<file path="src/rtl/muxnway_pkg.sv">
// Shared definitions for the registered N-way stream multiplexer: mode
// encodings and the select-width helper.
package muxnway_pkg;

  typedef enum logic {
    MODE_SEL = 1'b0,
    MODE_RR  = 1'b1
  } mode_e;

  // A one-channel configuration still needs a 1-bit index port.
  function automatic int sel_width(input int ways);
    return (ways > 1) ? $clog2(ways) : 1;
  endfunction

endpackage

</file>
<file path="src/rtl/muxnway_stream_if.sv">
// Stream bundle for muxnway_stream: WAYS producer channels, one consumer and
// the selection controls. in_last exists only when MUXNWAY_LOCK_EN is defined.
interface muxnway_stream_if
  import muxnway_pkg::*;
#(
  parameter int WIDTH = 16,
  parameter int WAYS  = 8,
  parameter int SELW  = sel_width(WAYS)
) ();

  logic [WAYS*WIDTH-1:0] in_data;
  logic [WAYS-1:0]       in_valid;
  logic [WAYS-1:0]       in_ready;
`ifdef MUXNWAY_LOCK_EN
  logic [WAYS-1:0]       in_last;
`endif
  logic                  mode;
  logic [SELW-1:0]       sel;
  logic [WIDTH-1:0]      out_data;
  logic                  out_valid;
  logic                  out_ready;
  logic [SELW-1:0]       out_src;

  modport slave (
    input  in_data,
    input  in_valid,
    output in_ready,
`ifdef MUXNWAY_LOCK_EN
    input  in_last,
`endif
    input  mode,
    input  sel,
    output out_data,
    output out_valid,
    input  out_ready,
    output out_src
  );

  modport master (
    output in_data,
    output in_valid,
    input  in_ready,
`ifdef MUXNWAY_LOCK_EN
    output in_last,
`endif
    output mode,
    output sel,
    input  out_data,
    input  out_valid,
    output out_ready,
    input  out_src
  );

endinterface

</file>
<file path="src/rtl/rr_arbiter.sv">
// Combinational round-robin arbiter: grants the first requester found
// searching upward from ptr, wrapping at WAYS.
module rr_arbiter
  import muxnway_pkg::*;
#(
  parameter int WAYS = 8,
  parameter int SELW = sel_width(WAYS)
) (
  input  logic [WAYS-1:0] req,
  input  logic [SELW-1:0] ptr,
  output logic [WAYS-1:0] grant,
  output logic [SELW-1:0] idx
);

  logic [SELW:0]   sum;
  logic [SELW-1:0] cand;
  logic            found;

  // NOTE: every output and temporary gets a default before the loop so no
  // path through the block leaves a value held, which would infer a latch.
  always_comb begin
    grant = '0;
    idx   = '0;
    found = 1'b0;
    sum   = '0;
    cand  = '0;
    for (int k = 0; k < WAYS; k++) begin
      sum = {1'b0, ptr} + (SELW+1)'(k);
      if (sum >= (SELW+1)'(WAYS)) begin
        sum = sum - (SELW+1)'(WAYS);
      end
      cand = sum[SELW-1:0];
      if (!found && req[cand]) begin
        grant[cand] = 1'b1;
        idx         = cand;
        found       = 1'b1;
      end
    end
  end

endmodule

</file>
<file path="src/rtl/muxnway_stream.sv">
// Registered N-way stream multiplexer with explicit-select or round-robin
// grant. Defining MUXNWAY_LOCK_EN adds in_last and holds the grant per packet.
module muxnway_stream
  import muxnway_pkg::*;
#(
  parameter int WIDTH = 16,
  parameter int WAYS  = 8,
  parameter int SELW  = sel_width(WAYS)
) (
  input  logic            clk,
  input  logic            rst_n,
  muxnway_stream_if.slave s
);

  logic [WIDTH-1:0] chan [WAYS];
  logic [WAYS-1:0]  arb_grant;
  logic [SELW-1:0]  arb_idx;
  logic [WAYS-1:0]  grant;
  logic [SELW-1:0]  gidx;
  logic [SELW-1:0]  next_ptr;
  logic [SELW-1:0]  rr_ptr;
  logic             sel_ok;
  logic             can_load;
  logic             xfer;

  logic             out_valid_q;
  logic [WIDTH-1:0] out_data_q;
  logic [SELW-1:0]  out_src_q;

`ifdef MUXNWAY_LOCK_EN
  logic             locked;
  logic             lock_rr;
  logic [SELW-1:0]  lock_ch;
`endif

  for (genvar i = 0; i < WAYS; i++) begin : g_chan
    assign chan[i] = s.in_data[i*WIDTH +: WIDTH];
  end

  rr_arbiter #(
    .WAYS (WAYS),
    .SELW (SELW)
  ) u_arb (
    .req   (s.in_valid),
    .ptr   (rr_ptr),
    .grant (arb_grant),
    .idx   (arb_idx)
  );

  assign sel_ok = {1'b0, s.sel} < (SELW+1)'(WAYS);

  always_comb begin
    grant = '0;
    gidx  = '0;
`ifdef MUXNWAY_LOCK_EN
    // A locked packet owns the output; a missing beat simply stalls it.
    if (locked) begin
      gidx          = lock_ch;
      grant[lock_ch] = s.in_valid[lock_ch];
    end else
`endif
    if (s.mode == MODE_RR) begin
      grant = arb_grant;
      gidx  = arb_idx;
    end else begin
      gidx = s.sel;
      if (sel_ok) begin
        grant[s.sel] = 1'b1;
      end
    end
  end

  // rst_n gates in_ready so no producer sees an accept while held in reset.
  assign can_load   = !out_valid_q || s.out_ready;
  assign s.in_ready = grant & {WAYS{can_load && rst_n}};
  assign xfer       = |(s.in_valid & s.in_ready);
  assign next_ptr   = (gidx == SELW'(WAYS-1)) ? '0 : gidx + SELW'(1);

  // NOTE: sequential state uses non-blocking assignments so every register
  // samples pre-edge values regardless of statement order.
  always_ff @(posedge clk or negedge rst_n) begin
    if (!rst_n) begin
      out_valid_q <= 1'b0;
      out_data_q  <= '0;
      out_src_q   <= '0;
    end else if (xfer) begin
      out_valid_q <= 1'b1;
      out_data_q  <= chan[gidx];
      out_src_q   <= gidx;
    end else if (s.out_ready) begin
      out_valid_q <= 1'b0;
    end
  end

`ifdef MUXNWAY_LOCK_EN
  // The pointer moves once per packet, at the beat that releases the lock.
  always_ff @(posedge clk or negedge rst_n) begin
    if (!rst_n) begin
      rr_ptr  <= '0;
      locked  <= 1'b0;
      lock_rr <= 1'b0;
      lock_ch <= '0;
    end else if (xfer) begin
      if (!s.in_last[gidx]) begin
        locked  <= 1'b1;
        lock_ch <= gidx;
        if (!locked) begin
          lock_rr <= (s.mode == MODE_RR);
        end
      end else begin
        locked <= 1'b0;
        if (locked ? lock_rr : (s.mode == MODE_RR)) begin
          rr_ptr <= next_ptr;
        end
      end
    end
  end
`else
  always_ff @(posedge clk or negedge rst_n) begin
    if (!rst_n) begin
      rr_ptr <= '0;
    end else if (xfer && (s.mode == MODE_RR)) begin
      rr_ptr <= next_ptr;
    end
  end
`endif

  assign s.out_valid = out_valid_q;
  assign s.out_data  = out_data_q;
  assign s.out_src   = out_src_q;

endmodule

</file>
<file path="src/flat_wrapper.sv">
// flat-port wrapper written by rule: the top's interface ports become plain ports
module muxnway_stream_flat import muxnway_pkg::*;
#(
  parameter int WIDTH = 16,
  parameter int WAYS  = 8,
  parameter int SELW  = sel_width(WAYS)
)
  (clk, rst_n, s_in_data, s_in_valid, s_in_ready, s_mode, s_sel, s_out_data, s_out_valid, s_out_ready, s_out_src);
  muxnway_stream_if #(.WIDTH(WIDTH), .WAYS(WAYS), .SELW(SELW)) s_i ();
  input  logic clk;
  input  logic rst_n;
  input wire logic [$bits(s_i.in_data)-1:0] s_in_data;
  input wire logic [$bits(s_i.in_valid)-1:0] s_in_valid;
  output wire logic [$bits(s_i.in_ready)-1:0] s_in_ready;
  input wire logic [$bits(s_i.mode)-1:0] s_mode;
  input wire logic [$bits(s_i.sel)-1:0] s_sel;
  output wire logic [$bits(s_i.out_data)-1:0] s_out_data;
  output wire logic [$bits(s_i.out_valid)-1:0] s_out_valid;
  input wire logic [$bits(s_i.out_ready)-1:0] s_out_ready;
  output wire logic [$bits(s_i.out_src)-1:0] s_out_src;
  assign s_i.in_data = s_in_data;
  assign s_i.in_valid = s_in_valid;
  assign s_in_ready = s_i.in_ready;
  assign s_i.mode = s_mode;
  assign s_i.sel = s_sel;
  assign s_out_data = s_i.out_data;
  assign s_out_valid = s_i.out_valid;
  assign s_i.out_ready = s_out_ready;
  assign s_out_src = s_i.out_src;
  muxnway_stream #(.WIDTH(WIDTH), .WAYS(WAYS), .SELW(SELW)) u_core (.clk(clk), .rst_n(rst_n), .s(s_i));
endmodule
</file>
<file path="config.mk">
export PLATFORM = sky130hd
export DESIGN_NAME = muxnway_stream_flat
export DESIGN_NICKNAME = d
export VERILOG_FILES = /design/src/rtl/muxnway_pkg.sv /design/src/rtl/muxnway_stream_if.sv /design/src/rtl/rr_arbiter.sv /design/src/rtl/muxnway_stream.sv /design/src/flat_wrapper.sv
export SDC_FILE = /design/constraint.sdc
export NUM_CORES = 1
export LEC_CHECK = 0
export ABC_AREA = 1
export ABC_CLOCK_PERIOD_IN_PS = 3900
export CORE_MARGIN = 2
export CORE_UTILIZATION = 44
export DETAILED_ROUTE_END_ITERATION = 8
export PLACE_DENSITY = 0.83
export SETUP_SLACK_MARGIN = 0.02
export SLEW_MARGIN = 20
export SYNTH_ARGS = -nofsm -noshare
export SYNTH_HDL_FRONTEND = slang
export SYNTH_SLANG_ARGS = --single-unit
export TNS_END_PERCENT = 100
</file>
<file path="constraint.sdc">
create_clock -name clk -period 3.9 [get_ports clk]
set_clock_uncertainty 0.2 [all_clocks]
set_input_delay 0.78 -clock clk [delete_from_list [all_inputs] [get_ports clk]]
set_output_delay 0.78 -clock clk [all_outputs]
set_load 0.005 [all_outputs]
</file>
==> results of run 1 <==
-- per-stage QoR --
step           hold slack [ns]  setup slack, ns  cells
2_1_floorplan            0.265            0.329    731
3_3_place_gp             0.258           -0.424   1037
3_5_place_dp             0.265           -0.380   1037
4_1_cts                  0.285           -0.173   1047
5_1_grt                  0.321           -0.193   1069
6_report                 0.292          -0.0387   1069
-- cells in the final DEF, fill, tap and decap left out, drive strengths merged --
cell           count
nor2              57
and3               1
clkdlybuf4s50    155
buf              100
and2               1
dfrtp             23
nand2            262
nand4             15
o211ai             1
dlygate4sd2        8
clkdlybuf4s15      3
a22oi              1
o22ai              1
nor3              20
nand3            219
inv               53
a21boi             3
a31oi              2
a21oi              5
dlymetal6s2s       1
o21ai             14
ha                 8
clkinv             1
clkbuf             7
-- kinds of logic (layout without fill, tap and decap cells) --
kind of cell / after synthesis / in the layout / synth area share
simple gates: 575 / 575 / 0.663
fa+ha+maj: 8 / 8 / 0.0256
compound gates: 27 / 27 / 0.0444
flops: 23 / 23 / 0.147
buf+inv: 98 / 328 / 0.120
-- worst paths after layout --
check	slack, ns	cells past startpoint	endpoint
setup / recovery	-0.04	17	s_in_ready[7]
hold / removal	0.29	2	u_core.s.out_data[2]$_DFFE_PN0P_
setup reg to reg	0.36	23	u_core.s.out_data[11]$_DFFE_PN0P_
hold reg to reg	0.29	2	u_core.s.out_data[2]$_DFFE_PN0P_
max in group asynchronous	2.58	2	u_core.rr_ptr[0]$_DFFE_PN0P_
min in group asynchronous	0.68	2	u_core.s.out_src[2]$_DFFE_PN0P_
-- state kept, by name, indices dropped and copies added, names as in the netlist --
signal / flops
u_core.s.out_data: 16
u_core.rr_ptr: 3
u_core.s.out_src: 3
u_core.s.out_valid: 1
-- what timing repair did --
action                                  in CTS  in global routing
endpoints found under the setup margin       8                 10
pin swaps                                   10                 23
gates resized for setup                     41                 49
cloned                                       0                  1
buffers inserted                             6                 21
-- report_power, final --
group | total [mW] | internal [mW] | switching [mW]
clock | 0.148 | 0.0714 | 0.0768
sequential | 0.441 | 0.359 | 0.0815
combinational | 5.41 | 2.26 | 3.15
-- routing by layer --
metal / vias up / wire [um] / GRT usage
li1: 2873 / - / -
met4: 0 / 720 / 0.109
met5: - / 0 / 0
met2: 396 / 9060 / 0.627
met1: 2747 / 7070 / 0.469
met3: 70 / 1600 / 0.0358
-- area by class of cell --
type | instances | area, sq um | share of cell area
Clock buffer | 3 | 41.3 | 0.00627
Multi-Input combinational cell | 610 | 3070 | 0.465
Timing Repair Buffer | 271 | 2560 | 0.389
Tap cell | 108 | 135 | 0.0205
Inverter | 53 | 204 | 0.0310
Sequential cell | 23 | 577 | 0.0875
Clock inverter | 1 | 5.00 | 0.000760
-- critical path, cell delays in order (launching register included) --
cell and delay [ns]:
dfrtp_2 0.45, buf_12 0.14, ha_4 0.16, inv_1 0.05
nand2_1 0.06, nand2_2 0.13, inv_4 0.08, buf_4 0.17
a31oi_4 0.20, inv_2 0.07, nor2_4 0.21, nand2_4 0.10
inv_1 0.09, nand2_1 0.05, nand4_1 0.09, nand3_1 0.10
inv_1 0.06, clkdlybuf4s50_1 0.49
==> results by group, run 1 <==
Run status
  • Status: complete, but fails checks
  • Violated checks: setup timing

Logic synthesis
  • Largest area contributor in the netlist: nand3_1
  • Yosys reg bits: 23
  • Yosys cell types: 33
  • Syn_area_per_cell: 5.36 sq um
  • EDFF count, synth: 0
  • Synthesized Nets: roughly 880
  • Synth area leaders: nand3_1, nand2_1, dfrtp_1
  • Mapped cell area: slightly below 4000 sq um
  • Cells after Synth: between 700 and 800
  • Most instantiated library cell after synthesis: nand2_1
  • Yosys warns: 0
  • Sequential share of the synthesized area: 0.147
  • Main synth FF type: dfrtp_1
  • Commonest cells post-synth: nand2_1, nand3_1, nor2_1, inv_1, dfrtp_1
  • Top cell type's share of synthesized area: 0.275
  • Asr flop ratio synth: 1.00

Job
  • Max-cap violation count: 0

Final layout
  • Final Instance Area: 6590 sq um
  • Layout Nets: ~1.1k
  • Antenna cells: 0
  • Layout cells sized above 1: 0.193
  • Final design utilization: 0.759
  • Filler Cells Inserted: about 660
  • Area growth syn-to-layout: 68.2%

Global route
  • Grt total ovfl: 0
  • Number of global-route vias before repair: 5611
  • Largest net degree at the start of global routing: between 60 and 70
  • Global-route wire length before repair: 28300 um
  • Initial antenna violation count: 0
  • GRT Total Usage: 0.360

Clock network
  • Clk_lat worst skew: between 0.2 and 0.3 ns
  • H-tree levels: 1
  • CTS sink cnt: 23
  • Clock Path Buffers: 2
  • Clock Pin Slew Worst Setup and Hold Paths: 0.08 ns
  • CTS Buf Count: 3
  • CTS tree: yes
  • Quantity of hold-fixing buffers added after cts: 0
  • Root Buffer: clkbuf_8

Floorplanning
  • IO Pins: 171
  • Die Wd: 98.3 um
  • Row cnt: 34
  • Initial Utilization: 0.451
  • Die ar.: approximately 9700 sq um
  • Core Box Area: 8680 sq um
  • Die Y: 98.3 um

STA
  • Fin. max-slew vios: 0
  • Max-Slew Margin vs Limit: 0.588
  • Fmax: 0.254 GHz
  • Setup-failing EPs final: 1
  • Worst setup slack after layout: -0.0387 ns
  • Setup TNS: -0.0387 ns
  • Hold Vio Cnt, Final: 0
  • Period minus WS final: 3.94 ns
  • RSZ-0062 raised after global routing: true
  • Worst-Margin Slew: 0.618 ns
  • Final period util: 1.01

Routing
  • Via count: 6086
  • ANT nets after route: 0
  • Drt pass-1 iters: 8
  • Mean routed wirelength per cell: 17.3 um
  • DR DRC count: 0
  • Post-DR vias/cell: 5.69
  • Starting DRT DRC Count: ~500
  • Routed wire length: 18500 um

Place
  • GPL Wtd Cong: approximately 1
  • Dpl cell area: just over 6000 sq um
  • I/O Buffers: 170
  • DP HPWL: between 10000 and 15000 um

Worst setup path
  • Worst Setup SP: u_core.rr_ptr[0]$_DFFE_PN0P_
  • CP Max Fanout: 6
  • Critical path launch point type: flop
  • Crit path DAT: 2.96 ns
  • Worst R2R Start: u_core.rr_ptr[0]$_DFFE_PN0P_
  • CP Capture Type: primary output
  • Critical Path RT: 2.92 ns
  • CP Class: flop to primary output

Pwr
  • Peak VDD IR: between 300 and 400 uV
  • Pwr Density: roughly 900 nW/um^2
  • Total power: around 6 mW
  • Leakage: 3.21 nW

Min path
  • Hold path startpoint: u_core.s.out_data[2]$_DFFE_PN0P_
  • Min-Delay Path Class: flop to flop
Power figures use the tool's default switching activity.
==> run 2: changes to the inputs <==
Settings changed: ABC_AREA 1 to unset, CORE_UTILIZATION 44 to 46.
==> run 2 against run 1 <==
Effect of this change:
- synthesized cell count fell by 21%
- the flow now stops in global routing
- synthesized area rose by 16%
==> results by group, run 2 <==
Clock network
  • CTS Buf Count: 3
  • Root Buffer: clkbuf_8
  • Clock Path Buffers: 2
  • H-tree levels: 1
  • Quantity of hold-fixing buffers added after cts: 0
  • CTS sink cnt: 23

Run status
  • Tool error: [ERROR GRT-0232] Routing congestion too high. Check the congestion heatmap in the GUI.
  • Status: did not finish
  • Failing step: global routing

Place
  • DP HPWL: 18300 um
  • I/O Buffers: between 150 and 200
  • Dpl cell area: 7490 sq um
  • GPL Wtd Cong: 0.972

Global route
  • Largest net degree at the start of global routing: 30
  • GRT Total Usage: 0.757
  • Initial antenna violation count: 4
  • Grt total ovfl: 1

Logic synthesis
  • Cells after Synth: 578
  • Main synth FF type: dfrtp_1
  • EDFF count, synth: 0
  • Most instantiated library cell after synthesis: nand2_1
  • Synth area leaders: dfrtp_1, mux2i_1, nand2_1
  • Top cell type's share of synthesized area: 0.127
  • Yosys reg bits: 23
  • Largest area contributor in the netlist: dfrtp_1
  • Syn_area_per_cell: about 7.8 sq um
  • Synthesized Nets: 729
  • Commonest cells post-synth: nand2_1, mux2i_1, a221oi_1, nor2_1, dfrtp_1
  • Sequential share of the synthesized area: 0.127
  • Yosys cell types: 79
  • Yosys warns: 0
  • Asr flop ratio synth: 1.00
  • Mapped cell area: between 4000 and 5000 sq um

Floorplanning
  • IO Pins: 171
  • Die Y: 103 um
  • Die Wd: 103 um
  • Row cnt: 36
  • Initial Utilization: 0.468

STA
  • Worst setup endpoint GRT: u_core.s.out_data[10]$_DFFE_PN0P_/D
  • WEP type: sequential cell input
[run 2: routing by layer]
layer  GRT overflow  global-route usage
met1              0               0.762
met2              0               0.877
met5              0               0.529
met3              0               0.661
met4              1               0.695
[run 2: repair_timing]
| item | CTS |
|---|---|
| hold endpoints to repair | 0 |
| resized for setup | 152 |
| setup buffers | 32 |
| pin swaps | 25 |
| setup endpoints to repair | 31 |
| cloned | 8 |
[run 2: metrics by stage]
stage                     cells   util  worst slack (ns)  TNS, ns
after CTS                  1033  0.857            -0.283    -5.82
after detailed placement    989  0.773             -1.19   -30.78
after global placement      989  0.773            -0.963   -27.01
after floorplan             578      -            -0.233    -2.88
[run 2: logic make-up after synthesis]
logic type / after synthesis / share of synthesized area
simple gates: 224 / 0.231
mux: 101 / 0.283
buf+inv: 63 / 0.0745
flops: 23 / 0.127
xor+xnor: 4 / 0.00773
fa+ha+maj: 8 / 0.0221
compound gates: 155 / 0.256
==> run 3: changes to the inputs <==
Settings changed: CORE_UTILIZATION 46 to 40, PLACE_DENSITY 0.83 to unset, PLACE_DENSITY_LB_ADDON set to 0.15, SETUP_SLACK_MARGIN 0.02 to unset.
==> run 3 against run 2 <==
Effect of this change:
- the flow now finishes, with violations (setup timing)
- synthesized area unchanged
- synthesized cell count unchanged
==> results by group, run 3 <==
Run status
  • Status: complete, but fails checks
  • Violated checks: setup timing

Final layout
  • Most frequent cells in the layout: clkdlybuf4s50_1, buf_4, nand2_1
  • Max reg flops: 16
  • Layout Nets: 1053
  • Antenna cells: 0
  • Most common cell after layout, fill and taps aside: clkdlybuf4s50_1
  • Final design utilization: 0.801
  • Layout cells sized above 1: 0.418
  • Area growth syn-to-layout: 93.3%

Routing
  • Drt pass-1 iters: 8
  • Routed wire length: roughly 24000 um
  • Post-DR vias/cell: ~6.3
  • Mean routed wirelength per cell: 23.2 um
  • Via count: roughly 6.6k
  • ANT nets after route: 0
  • Starting DRT DRC Count: 818
  • DR DRC count: 0

STA
  • Period minus WS final: ~4.4 ns
  • RSZ-0062 raised after global routing: true
  • Final period util: 1.12
  • Worst setup slack after layout: -0.476 ns
  • Setup-failing EPs final: 30
  • Fmax: 0.229 GHz
  • Fin. max-slew vios: 0
  • Max-Slew Margin vs Limit: 0.672
  • Worst-Margin Slew: 0.491 ns
  • Hold Vio Cnt, Final: 0

Worst setup path
  • Most frequent cell on the critical path: buf_4
  • CP Max Fanout: 7
  • CP max stage delay: 0.53 ns
  • Reg-to-reg endpoint: u_core.s.out_data[4]$_DFFE_PN0P_
  • CP Capture Type: primary output
  • R2r setup slk: -0.31 ns
  • Critical path launch point type: primary input
  • Slowest cell on the critical path: mux4_2
  • CP Class: primary input to primary output
  • Critical Path RT: around 2.9 ns
  • Worst Path Buf+Inv: 6
  • Crit-path cells: buf_2, mux4_2, buf_4, mux2i_4, nand3_4, buf_4, buf_4, nor4_1, buf_4, o32ai_2, a221oi_2, buf_2
  • Top delay family on crit path: buffers and inverters
  • Crit path DAT: 3.40 ns
  • Worst R2R Path Depth: 19
  • Worst R2R Start: u_core.rr_ptr[0]$_DFFE_PN0P_

Global route
  • Grt total ovfl: 0
  • Largest net degree at the start of global routing: 29
  • Initial antenna violation count: 0
  • Number of global-route vias before repair: 6446
  • GRT Total Usage: 0.358
  • Global-route wire length before repair: around 35000 um

Logic synthesis
  • Main synth FF type: dfrtp_1
  • Asr flop ratio synth: 1.00
  • Yosys reg bits: 23
  • Cells after Synth: just under 600
  • Synth area leaders: dfrtp_1, mux2i_1, nand2_1
  • Yosys warns: 0
  • Largest area contributor in the netlist: dfrtp_1
  • Top cell type's share of synthesized area: 0.127
  • Synthesized Nets: 729
  • Sequential share of the synthesized area: 0.127
  • Mapped cell area: ~4500 sq um
  • Commonest cells post-synth: nand2_1, mux2i_1, a221oi_1, nor2_1, dfrtp_1
  • Most instantiated library cell after synthesis: nand2_1
  • Syn_area_per_cell: approximately 7.8 sq um
  • EDFF count, synth: 0
  • Yosys cell types: 79

Pwr
  • Peak VDD IR: 852 uV
  • Total power: 9.11 mW
  • Pwr Density: 1040 nW/um^2
  • Leakage: 3.63 nW

Min path
  • Hold path depth: 2
  • Worst Hold Path EP: u_core.s.out_data[0]$_DFFE_PN0P_
  • Min-Delay Path Class: flop to flop
  • Hold path startpoint: u_core.s.out_data[0]$_DFFE_PN0P_

Clock network
  • CTS sink cnt: 23
  • Clk_lat worst skew: 0.26 ns
  • H-tree levels: 1
  • CTS Buf Count: 3
  • CTS tree: yes
  • Clock Pin Slew Worst Setup and Hold Paths: 0.06 ns
  • Clock Path Buffers: 2
  • Root Buffer: clkbuf_16

Place
  • GPL Wtd Cong: between 0.9 and 1
  • DP HPWL: 16900 um
  • I/O Buffers: 170

Floorplanning
  • Die Y: between 100 and 150 um
  • Row cnt: 38
  • Die ar.: about 12000 sq um
  • Core Box Area: 10900 sq um
  • Die Wd: 110 um
  • IO Pins: 171
  • Initial Utilization: 0.415

Job
  • Max-cap violation count: 0
[run 3: cell counts after synthesis]
No cell type changed its count.
[run 3: worst max-delay path by stage]
| stage | cells after the start | start | slack (ns) | to |
|---|---|---|---|---|
| after floorplan | 19 | u_core.rr_ptr[0]$_DFFE_PN0P_ | -0.23 | u_core.rr_ptr[2]$_DFFE_PN0P_ |
| after global routing | 13 | u_core.rr_ptr[0]$_DFFE_PN0P_ | -0.53 | s_in_ready[5] |
| after CTS | 10 | u_core.rr_ptr[0]$_DFFE_PN0P_ | -0.31 | s_in_ready[5] |
| after detailed placement | 9 | s_in_valid[2] | -1.07 | s_in_ready[1] |
| after global placement | 8 | s_in_valid[2] | -1.0 | s_in_ready[5] |
| final | 12 | s_in_valid[3] | -0.48 | s_in_ready[5] |
[run 3: power breakdown]
part	leakage (nW)	total, mW	switching (mW)	internal [mW]
sequential	0.278	0.443	0.0788	0.364
combinational	3.31	8.44	4.21	4.23
clock	0.0409	0.225	0.0869	0.138
total	3.63	9.11	4.38	4.73
[run 3: tightest hold or removal path: stages (launching register included)]
cell,delay [ns]
dfrtp_1,0.34
nand2_1,0.05
o21ai_1,0.06
[run 3: cells by family after synthesis]
| kind of cell | synth area share |
|---|---|
| and+or+nand+nor | 0.231 |
| AOI/OAI and AO/OA | 0.256 |
| muxes | 0.283 |
| buffers and inverters | 0.0745 |
| DFF | 0.127 |
| adders and majority gates | 0.0221 |
| xor gates and xnor gates | 0.00773 |
[run 3: repair_timing]
action,CTS,global route
resized for setup,155,68
buffers inserted,41,9
endpoints found under the setup margin,31,31
pin swaps,38,23
hold endpoints to repair,0,0
hold buffers,0,0
cloned,5,4
[run 3: area by class of cell]
class	count	area (sq um)
fillers	689	2170
multi-input cells	492	4300
well taps	140	175
inverters	16	75.1
clock inverters	1	5.00
repair buffers	366	3560
clock buffers	3	75.1
flip-flops and latches	23	577
[run 3: routing by layer]
layer  up-vias  GRT usage  wire (um)
li1       2891          -          -
met1      3133      0.463       9300
met2       487      0.602      11400
met3        84     0.0862       2600
met4         0     0.0833        826
met5         -          0          0
[run 3: per-stage QoR]
stage | area, sq um | setup WS, ns | std cells | TNS (ns) | hold slack [ns]
2_1_floorplan | 4690 | -0.233 | 578 | -2.81 | 0.277
6_report | 8760 | -0.476 | 1041 | -7.54 | 0.287
3_3_place_gp | 7420 | -0.999 | 982 | -24.23 | 0.269
5_1_grt | 8760 | -0.531 | 1041 | -10.05 | 0.317
3_5_place_dp | 7420 | -1.07 | 982 | -26.41 | 0.277
4_1_cts | 8350 | -0.310 | 1032 | -4.82 | 0.289
